--- config.mk ---
export PLATFORM = sky130hd
export DESIGN_NAME = keypad_scanner
export DESIGN_NICKNAME = d
export VERILOG_FILES = /design/src/rtl/keypad_pkg.sv /design/src/rtl/keypad_scanner_sync.sv /design/src/rtl/keypad_scanner.sv
export SDC_FILE = /design/constraint.sdc
export NUM_CORES = 1
export LEC_CHECK = 0
export CORE_MARGIN = 4
export CORE_UTILIZATION = 60
export DETAILED_ROUTE_END_ITERATION = 7
export HOLD_SLACK_MARGIN = 0.1
export PLACE_DENSITY = 0.76
export SLEW_MARGIN = 20
export SYNTH_ARGS = -nofsm -noshare
export SYNTH_HDL_FRONTEND = slang
export SYNTH_HIERARCHICAL = 1
export SYNTH_SLANG_ARGS = --single-unit
--- constraint.sdc ---
create_clock -name clk -period 5.65 [get_ports clk]
set_input_delay 1.13 -clock clk [delete_from_list [all_inputs] [get_ports clk]]
set_output_delay 1.13 -clock clk [all_outputs]
set_load 0.01 [all_outputs]
--- src/rtl/keypad_pkg.sv ---
`default_nettype none
// ============================================================================
// Module   : keypad_pkg
// Purpose  : Shared definitions for the 4x4 keypad scanner: FSM state
//            encoding, matrix dimensions and the row/column -> hex key map.
// Ports    : none (package)
// Revision : 1.0 - initial release
// ============================================================================
package keypad_pkg;

  localparam int c_num_rows = 4;
  localparam int c_num_cols = 4;

  typedef enum logic [2:0] {
    ST_SCAN     = 3'd0,
    ST_DEBOUNCE = 3'd1,
    ST_EMIT     = 3'd2,
    ST_HELD     = 3'd3,
    ST_RELEASE  = 3'd4
  } kp_state_e;

  // 16 nibbles indexed by {row, col}; nibble 0 (LSB) is row 0 / col 0.
  //   row0: 1 2 3 A   row1: 4 5 6 B   row2: 7 8 9 C   row3: 0 F E D
  localparam logic [63:0] c_key_map = 64'hDEF0_C987_B654_A321;

  function automatic logic [3:0] key_lookup(input logic [1:0] row,
                                            input logic [1:0] col);
    return c_key_map[{row, col, 2'b00} +: 4];
  endfunction

endpackage
`default_nettype wire

--- src/rtl/keypad_scanner_sync.sv ---
`default_nettype none
// ============================================================================
// Module   : kp_sync
// Purpose  : Two-flop synchronizer for the asynchronous, active-low keypad
//            rows. Resets to all-ones so an idle keypad is seen during reset.
// Ports    : clk         - system clock
//            rst_n       - asynchronous active-low reset
//            row_n_async - raw row lines from the keypad
//            row_n_sync  - rows after two flops (2-cycle latency)
// Revision : 1.0 - initial release
// ============================================================================
module kp_sync
  import keypad_pkg::*;
(
  input  logic                  clk,
  input  logic                  rst_n,
  input  logic [c_num_rows-1:0] row_n_async,
  output logic [c_num_rows-1:0] row_n_sync
);

  logic [c_num_rows-1:0] meta_q, meta_d;
  logic [c_num_rows-1:0] sync_q, sync_d;

  always_comb begin
    meta_d = row_n_async;
    sync_d = meta_q;
  end

  always_ff @(posedge clk or negedge rst_n) begin
    if (!rst_n) begin
      meta_q <= '1;
      sync_q <= '1;
    end else begin
      meta_q <= meta_d;
      sync_q <= sync_d;
    end
  end

  assign row_n_sync = sync_q;

endmodule
`default_nettype wire

--- src/rtl/keypad_scanner.sv ---
`default_nettype none
// ============================================================================
// Module   : keypad_scanner
// Purpose  : Scans a 4x4 matrix keypad one column at a time, debounces a
//            single-key press and release, and emits the hex code of each
//            accepted key exactly once per press.
// Ports    : clk      - system clock (rising edge)
//            rst_n    - asynchronous active-low reset
//            row_n    - keypad rows, active-low, asynchronous
//            col_n    - keypad column drives, exactly one low
//            key_code - hex value of the last accepted key
//            key_ld   - one-cycle load strobe, coincident with key_code update
// Revision : 1.0 - initial release
// ============================================================================
module keypad_scanner
  import keypad_pkg::*;
#(
  parameter int SCAN_CYCLES     = 100000,
  parameter int DEBOUNCE_CYCLES = 1000000
) (
  input  logic       clk,
  input  logic       rst_n,
  input  logic [3:0] row_n,
  output logic [3:0] col_n,
  output logic [3:0] key_code,
  output logic       key_ld
);

  localparam int c_scan_w = (SCAN_CYCLES > 1) ? $clog2(SCAN_CYCLES) : 1;
  localparam int c_deb_w  = (DEBOUNCE_CYCLES > 1) ? $clog2(DEBOUNCE_CYCLES) : 1;
  localparam logic [c_scan_w-1:0] c_scan_last = c_scan_w'(SCAN_CYCLES - 1);
  localparam logic [c_deb_w-1:0]  c_deb_last  = c_deb_w'(DEBOUNCE_CYCLES - 1);

  kp_state_e           state_q, state_d;
  logic [1:0]          col_idx_q, col_idx_d;
  logic [1:0]          row_idx_q, row_idx_d;
  logic [c_scan_w-1:0] scan_cnt_q, scan_cnt_d;
  logic [c_deb_w-1:0]  deb_cnt_q, deb_cnt_d;
  logic [3:0]          key_code_q, key_code_d;
  logic                key_ld_q, key_ld_d;

  logic [3:0] row_sync;
  logic [3:0] row_low;
  logic       one_low;
  logic [1:0] row_enc;
  logic [3:0] latched_pat;

  kp_sync u_sync (
    .clk         (clk),
    .rst_n       (rst_n),
    .row_n_async (row_n),
    .row_n_sync  (row_sync)
  );

  // Exactly one row low: non-zero and a power of two. Any multi-key pattern
  // is treated as no press.
  assign row_low     = ~row_sync;
  assign one_low     = (row_low != 4'd0) && ((row_low & (row_low - 4'd1)) == 4'd0);
  assign latched_pat = ~(4'b0001 << row_idx_q);

  always_comb begin
    row_enc = 2'd0;
    case (row_low)
      4'b0010: row_enc = 2'd1;
      4'b0100: row_enc = 2'd2;
      4'b1000: row_enc = 2'd3;
      default: row_enc = 2'd0;
    endcase
  end

  always_comb begin
    state_d    = state_q;
    col_idx_d  = col_idx_q;
    row_idx_d  = row_idx_q;
    scan_cnt_d = scan_cnt_q;
    deb_cnt_d  = deb_cnt_q;
    key_code_d = key_code_q;
    key_ld_d   = 1'b0;

    case (state_q)
      ST_SCAN: begin
        if (one_low) begin
          // Freeze the column on the one that produced the press; the dwell
          // timer restarts if the press turns out to be a bounce.
          state_d    = ST_DEBOUNCE;
          row_idx_d  = row_enc;
          deb_cnt_d  = '0;
          scan_cnt_d = '0;
        end else if (scan_cnt_q == c_scan_last) begin
          scan_cnt_d = '0;
          col_idx_d  = col_idx_q + 2'd1;
        end else begin
          scan_cnt_d = scan_cnt_q + 1'b1;
        end
      end

      ST_DEBOUNCE: begin
        if (row_sync == latched_pat) begin
          if (deb_cnt_q == c_deb_last) begin
            state_d   = ST_EMIT;
            deb_cnt_d = '0;
          end else begin
            deb_cnt_d = deb_cnt_q + 1'b1;
          end
        end else begin
          state_d   = ST_SCAN;
          deb_cnt_d = '0;
        end
      end

      ST_EMIT: begin
        // Code and strobe register together so they change in the same cycle.
        key_code_d = key_lookup(row_idx_q, col_idx_q);
        key_ld_d   = 1'b1;
        state_d    = ST_HELD;
      end

      ST_HELD: begin
        if (row_sync == 4'hF) begin
          state_d   = ST_RELEASE;
          deb_cnt_d = '0;
        end
      end

      ST_RELEASE: begin
        if (row_sync == 4'hF) begin
          if (deb_cnt_q == c_deb_last) begin
            state_d   = ST_SCAN;
            deb_cnt_d = '0;
          end else begin
            deb_cnt_d = deb_cnt_q + 1'b1;
          end
        end else begin
          state_d   = ST_HELD;
          deb_cnt_d = '0;
        end
      end

      default: begin
        state_d    = ST_SCAN;
        scan_cnt_d = '0;
        deb_cnt_d  = '0;
      end
    endcase
  end

  always_ff @(posedge clk or negedge rst_n) begin
    if (!rst_n) begin
      state_q    <= ST_SCAN;
      col_idx_q  <= 2'd0;
      row_idx_q  <= 2'd0;
      scan_cnt_q <= '0;
      deb_cnt_q  <= '0;
      key_code_q <= 4'h0;
      key_ld_q   <= 1'b0;
    end else begin
      state_q    <= state_d;
      col_idx_q  <= col_idx_d;
      row_idx_q  <= row_idx_d;
      scan_cnt_q <= scan_cnt_d;
      deb_cnt_q  <= deb_cnt_d;
      key_code_q <= key_code_d;
      key_ld_q   <= key_ld_d;
    end
  end

  assign col_n    = ~(4'b0001 << col_idx_q);
  assign key_code = key_code_q;
  assign key_ld   = key_ld_q;

endmodule
`default_nettype wire

==> results.md, run 1 <==
- Outcome: finished clean
- Fin cells: 415
- Post-DRT Antenna Nets: 0
- Post_cts resized: 0
- CTS tree: done
- # setup viols final: 0
- Seq pwr share: 41.7%
- Share of layout cells above drive strength 1: 11.6%
- Final design area excluding fillers: 3500 sq um
- Pwr Total: 1.21 mW
- Initial Util: 61.9%
- Post-Place Cells: 399
- CTS sink cnt: 57
- WP data required: 4.52 ns
- Maxcap violations: 0
- Sequential share of the synthesized area: 45.1%
- Root Buffer: clkbuf_8
- CP max stage delay: 0.54 ns
- P&R area growth vs syn: 9.98%
- Period utilization: 51.2%
- TritonCTS Buffers: 9
- RR Endpoint: deb_cnt_q[5]$_DFFE_PN0P_
- Synth cell types: 61
- Global-route wire length before repair: 11.2 mm
- CP Capture Type: primary output
- Setup CP Type: reg -> out
- Number of global-route vias before repair: 2,380
- Vias per inst: 6.13
- Grt ovf: 0
- Internal: 785 uW
- RR Startpoint: u_sync/row_n_sync[2]$_DFF_PN1_
- Initial DRT Pass Iterations: 4
- DIE HEIGHT: 80.8 um
- FF-to-FF setup slack: 2.98 ns
- Leak pwr: 1.39 nW
- Worst slew pin tran: 1.03 ns
- Fin crit period: 2.89 ns
- Post-Route WL: 6.42 mm
- Synthesis-stage register bit count: 57
- DRT iter0 DRCs: 193
- Core Box Area: 5140 sq um
- YS warnings: 6
- Combinational share of power: 27.5%
- GRT Util Overall: 22.2%
- Final setup TNS: 0 ns
- Antenna diodes: 0
- Critical Path Slowest Stage Cell: clkdlybuf4s50_1
- Worst Hold Depth: 0
- Initial antenna violation count: 0
- FFs w/ async S/R, synth: 100%
- Post-synth top flop: dfrtp_1
- Worst vdd ir: 0.170 mV
- Max-slew headroom: 30.6%
- Max Clock Skew: 0.00578 ns
- P per Cell Area: 344 nW/um^2
- CTS clk-pin slew, worst paths: 0.06 ns
- CTS max path bufs: 2
- Die area: 6530 sq um
- WL/cell: 15.5 um
- Final Max Tran Viols: 0
- Worst hold start: u_sync/meta_q[0]$_DFF_PN1_
- Hold Path Sink: u_sync/row_n_sync[0]$_DFF_PN1_
- Drt drc: 0
- FMAX: 346 MHz
- Site Rows: 26
- Clock power share: 30.9%
- CP top delay family: buffers and inverters
- Syn_area_per_cell: 9.67 sq um
- Crit path top cell by count: inv_1
- HP Class: reg -> reg
- Pin count of the biggest net entering global routing: 58
- H-tree depth: 3
- DPL Wire Length: 4.29 mm
- Final GP Congestion: 0.858
- Worst Path Arrival: 1.76 ns
- Number of enable flip-flop cells after synthesis: 0
- Cts hold-fix bufs: 0
- Syn Inst Count: 329
- Die width: 80.8 um
- Post-CTS Setup Bufs: 0
- Depth of the most critical reg-to-reg path: 5
- Setup crit start kind: flop
- Synth Cell Area: 3180 sq um
- Post-DP Area: 3310 sq um
- CP max FO: 5
- Clock latency on the worst-skew pair: 0.34 ns
- Buffers & Inverters on Critical Path: 3
- I/O Pins: 15
- Core Util, Final: 68.1%
- Switching share of power: 34.9%
- Fill cells: 445
- Post-synth net total: 342
- Total number of vias: 2,546
- NetSw: 421 uW
- Critical Path, Cell by Cell: inv_1 -> ha_1 -> inv_1 -> clkdlybuf4s50_1
- RSZ-0062 raised after global routing: no
- Layout Nets: 353
- IO buf count: 14
- Hold Fails Final Rpt: 0
## area by class of cell
class                      instances  area (sq um)  share of cell area [%]
multi-input combinational        237          1570                    44.9
sequential                        57          1440                    41.0
clock buffer                      13           149                    4.25
timing repair buffer              15           143                    4.07
tap                               70          87.6                    2.50
inverter                          20          75.1                    2.14
clock inverter                     3          40.0                    1.14
## per-layer routing
| layer | global-route usage, % | part of all wire [%] |
|---|---|---|
| met5 | 0 | 0 |
| met4 | 10.6 | 2.3 |
| met3 | 4.55 | 4.6 |
| met2 | 35.4 | 49 |
| met1 | 28.8 | 44 |
## layout by cell type (no fill, tap or decap), drive strengths merged, types with 3 or more instances in the layout
master	n
dfrtp	49
nand2	22
nand3	22
o21ai	21
inv	20
a31oi	20
a21oi	20
nor2	15
clkdlybuf4s50	13
clkbuf	13
nand4	12
or3	10
dfstp	8
and3	7
ha	7
o211ai	7
nor3	6
xnor2	5
xor2	5
mux2i	4
o31ai	4
nor4	4
or2	4
or4	3
a21o	3
nor3b	3
a41oi	3
## kinds of logic (layout without fill, tap and decap cells)
group                    after synthesis  after routing  share of synthesized area [%]
AO/OA/AOI/OAI                         94             94                           20.6
XOR/XNOR                              10             10                           2.75
adder cells (fa/ha/maj)                7              7                           2.75
buffers and inverters                 35             51                           5.54
flip-flops                            57             57                           45.1
multiplexers                           5              5                           1.61
AND/OR/NAND/NOR                      121            121                           21.7
## registers in the layout, indices dropped and copies added, names as in the netlist
signal / cells
deb_cnt_q: 20
scan_cnt_q: 17
key_code: 4
u_sync/meta_q: 4
u_sync/row_n_sync: 4
state_q: 3
col_idx_q: 2
row_idx_q: 2
key_ld: 1
## power by group through the flow
| stage | clock network [mW] | registers [mW] | logic (mW) |
|---|---|---|---|
| after floorplan | 0 | 0.491 | 0.273 |
| after global placement | 0 | 0.505 | 0.326 |
| after detailed placement | 0 | 0.509 | 0.333 |
| final | 0.372 | 0.502 | 0.331 |
| after CTS | 0.379 | 0.501 | 0.335 |
| after global routing | 0.400 | 0.508 | 0.374 |
## Yosys cell counts, types with 7 or more instances
cell | n | share of area, %
nand4_1 | 12 | 2.4
ha_1 | 7 | 2.8
clkbuf_1 | 7 | 0.83
nand3_1 | 22 | 3.5
nor2_1 | 15 | 1.8
inv_1 | 20 | 2.4
dfrtp_1 | 49 | 39
a31oi_1 | 20 | 3.9
a21oi_1 | 19 | 3.0
or3_1 | 9 | 1.8
and3_1 | 7 | 1.4
nand2_1 | 22 | 2.6
dfstp_2 | 8 | 6.6
o21ai_0 | 20 | 3.1
## per-stage QoR
stage	setup WS [ns]	hold slack, ns
global route	2.69	0.359
CTS	2.75	0.356
detailed placement	3.01	0.347
finish	2.76	0.355
floorplan	3.64	0.345
global placement	3.11	0.345
## worst max path at each step
stage / start / endpoint / slack (ns) / cells after the start
global placement: u_sync/row_n_sync[2]$_DFF_PN1_ / state_q[0]$_DFFE_PN0P_ / 3.11 / 5
detailed placement: u_sync/row_n_sync[2]$_DFF_PN1_ / deb_cnt_q[5]$_DFFE_PN0P_ / 3.01 / 5
floorplan: u_sync/row_n_sync[2]$_DFF_PN1_ / deb_cnt_q[8]$_DFFE_PN0P_ / 3.64 / 7
finish: col_idx_q[0]$_DFFE_PN0P_ / col_n[0] / 2.76 / 4
global route: col_idx_q[0]$_DFFE_PN0P_ / col_n[0] / 2.69 / 4
CTS: col_idx_q[0]$_DFFE_PN0P_ / col_n[0] / 2.75 / 4
No activity file was read; power rests on OpenSTA's default activity.
==> inputs of run 2 (changes only) <==
CORE_UTILIZATION = 54   (was 60)
PLACE_DENSITY = 0.72   (was 0.76)
clock period = 2.54 ns   (was 5.65 ns; I/O delays follow)
==> results.md, run 2 (synthesized netlist as in run 1, its figures left out) <==
- P&R area growth vs syn: 11.5%
- Final setup TNS: 0 ns (unchanged)
- Die area: 7190 sq um (+10%)
- CP top delay family: compound AO/OA/AOI/OAI gates
- Fill cells: 480 (+7.9%)
- RR Endpoint: deb_cnt_q[11]$_DFFE_PN0P_
- Initial antenna violation count: 0 (unchanged)
- Reg with most FFs: deb_cnt_q
- Crit path launch: u_sync/row_n_sync[2]$_DFF_PN1_
- Clock latency on the worst-skew pair: 0.34 ns (about the same)
- Instance count on the critical path: 6 (+2)
- Post-Route WL: 6.61 mm (+3.1%)
- Depth of the most critical reg-to-reg path: 6 (+1)
- Max Clock Skew: 0.00830 ns (+0.00252 ns)
- Site Rows: 27 (+3.8%)
- GRT Max-Usage Layer: met2
- Grt ovf: 0 (unchanged)
- Antenna diodes: 0 (unchanged)
- FF-to-FF setup slack: 0.26 ns (-2.72 ns)
- Number of global-route vias before repair: 2,503 (+5.2%)
- Vias per inst: 6.25 (+1.9%)
- # setup viols final: 0 (unchanged)
- RSZ-0062 raised after global routing: no
- Max reg flops: 20 (unchanged)
- Setup crit start kind: flop
- Final GP Congestion: 0.798 (-7.0%)
- Drt drc: 0 (unchanged)
- Commonest cells after routing, fill and taps aside: 49 x dfrtp_1, 22 x nand2_1, 22 x nand3_1
- Worst Setup EP: deb_cnt_q[11]$_DFFE_PN0P_
- Share of layout cells above drive strength 1: 13.1% (+1.5 points)
- Max-slew headroom: 35.1% (+4.5 points)
- Global-route wire length before repair: 11.5 mm (+2.8%)
- RR Startpoint: u_sync/row_n_sync[2]$_DFF_PN1_
- M2 GR Usage: 31.4% (-4.0 points)
- Initial DRT Pass Iterations: 5 (+1)
- Multi-input logic area: 1570 sq um (unchanged)
- Post_cts resized: 0 (unchanged)
- CTS sink cnt: 57 (unchanged)
- WL/cell: 15.7 um (+1.4%)
- Buffers & Inverters on Critical Path: 1 (-2)
- Root Buffer: clkbuf_8
- CP Capture Type: flop
- IO buf count: 14 (unchanged)
- Layout Nets: 358 (+1.4%)
- Period utilization: 89.7%
- GRT Util Overall: 19.5% (-2.6 points)
- Core Box Area: 5610 sq um (+9.1%)
- Total number of vias: 2,637 (+3.6%)
- Die width: 84.8 um (+4.9%)
- Met1 GRT Util: 25.6% (-3.2 points)
- Global Route met3 Usage: 4.61% (+0.067 points)
- Post-CTS Setup Bufs: 0 (unchanged)
- DPL Wire Length: 4.55 mm (+5.9%)
- DIE HEIGHT: 84.8 um (+4.9%)
- Sequential cell area: 1440 sq um (unchanged)
- Fin crit period: 2.28 ns
- CP max FO: 22 (+17)
- Outcome: finished clean
- Maxcap violations: 0 (unchanged)
- Post-DRT Antenna Nets: 0 (unchanged)
- Largest regs: deb_cnt_q x20, scan_cnt_q x17
- H-tree depth: 3 (unchanged)
- TritonCTS Buffers: 9 (unchanged)
- Core Util, Final: 63.3% (-4.8 points)
- Hold Fails Final Rpt: 0 (unchanged)
- P per Cell Area: 756 nW/um^2 (+120%)
- FMAX: 439 MHz
- Worst vdd ir: 0.431 mV (+150%)
- Worst slew pin tran: 0.965 ns (-0.0667 ns)
- Leading cell type in the layout, fill and taps excluded: dfrtp_1
- Setup CP Type: reg -> reg
- Cts hold-fix bufs: 0 (unchanged)
- Leak pwr: 1.42 nW (+1.8%)
- HP Class: in -> async
- Worst Path Arrival: 2.52 ns (+0.76 ns)
- Initial Util: 56.8% (-5.2 points)
- CTS tree: done
- Critical Path, Cell by Cell: nand2_1 -> a2111o_1 -> o32ai_4 -> buf_4 -> a21oi_2 -> a211oi_1
- Critical Path Slowest Stage Cell: dfstp_2
- DRT iter0 DRCs: 176 (-8.8%)
- Final Max Tran Viols: 0 (unchanged)
- WP data required: 2.78 ns (-1.74 ns)
- CTS clk-pin slew, worst paths: 0.06 ns (about the same)
- I/O Pins: 15 (unchanged)
- CP max stage delay: 0.62 ns (+0.08 ns)
- CTS max path bufs: 2 (unchanged)
- Pin count of the biggest net entering global routing: 33 (-43%)
[run 2: cell count changes in the layout (fill, tap and decap cells not counted), sizes merged]
cell / delta
buf: +5
bufinv: -1
clkbuf: +1
clkinv: -1
clkinvlp: +1
[run 2: layout make-up]
type	instances	share of cell area, %
well taps	72	2.54
inverters	20	2.11
repair buffers	20	5.43
flip-flops and latches	57	40.5
multi-input cells	237	44.2
clock inverters	2	0.352
clock buffers	14	4.86
[run 2: power by group]
part	switching, mW	internal, mW	total [mW]
combinational	0.490	0.298	0.788
clock	0.348	0.433	0.781
sequential	0.112	1.00	1.12
total	0.949	1.73	2.68
[run 2: routing by layer]
metal / vias to the layer above / share of wire [%]
met4: 0 / 1.6
met1: 1298 / 47
met5: - / 0
met3: 9 / 4.3
li1: 1263 / -
met2: 67 / 47
[run 2: stage by stage]
stage                     cells  setup slack (ns)  instance area [sq um]  hold WS [ns]  power (mW)
after global routing        422            0.0776                   3550         0.218        2.84
after detailed placement    406             0.287                   3360         0.347        1.92
final                       422             0.263                   3550         0.177        2.68
after global placement      406             0.369                   3360         0.347        1.90
after floorplan             329             0.527                   3180         0.212        1.70
after CTS                   422             0.279                   3550         0.184        2.70
[run 2: worst min-delay path by stage]
stage | startpoint | endpoint | slack [ns]
2_1_floorplan | rst_n | col_idx_q[0]$_DFFE_PN0P_ | 0.21
3_3_place_gp | u_sync/meta_q[0]$_DFF_PN1_ | u_sync/row_n_sync[0]$_DFF_PN1_ | 0.35
3_5_place_dp | u_sync/meta_q[0]$_DFF_PN1_ | u_sync/row_n_sync[0]$_DFF_PN1_ | 0.35
4_1_cts | rst_n | key_code[1]$_DFFE_PN0P_ | 0.18
5_1_grt | rst_n | key_code[1]$_DFFE_PN0P_ | 0.22
6_report | rst_n | key_code[1]$_DFFE_PN0P_ | 0.18
[run 2: worst register-to-register path, cell delays in order, from the launching register on]
cell	delay (ns)
dfstp_2	0.62
nand2_1	0.10
a2111o_1	0.48
o32ai_4	0.31
buf_4	0.31
a21oi_2	0.14
a211oi_1	0.23
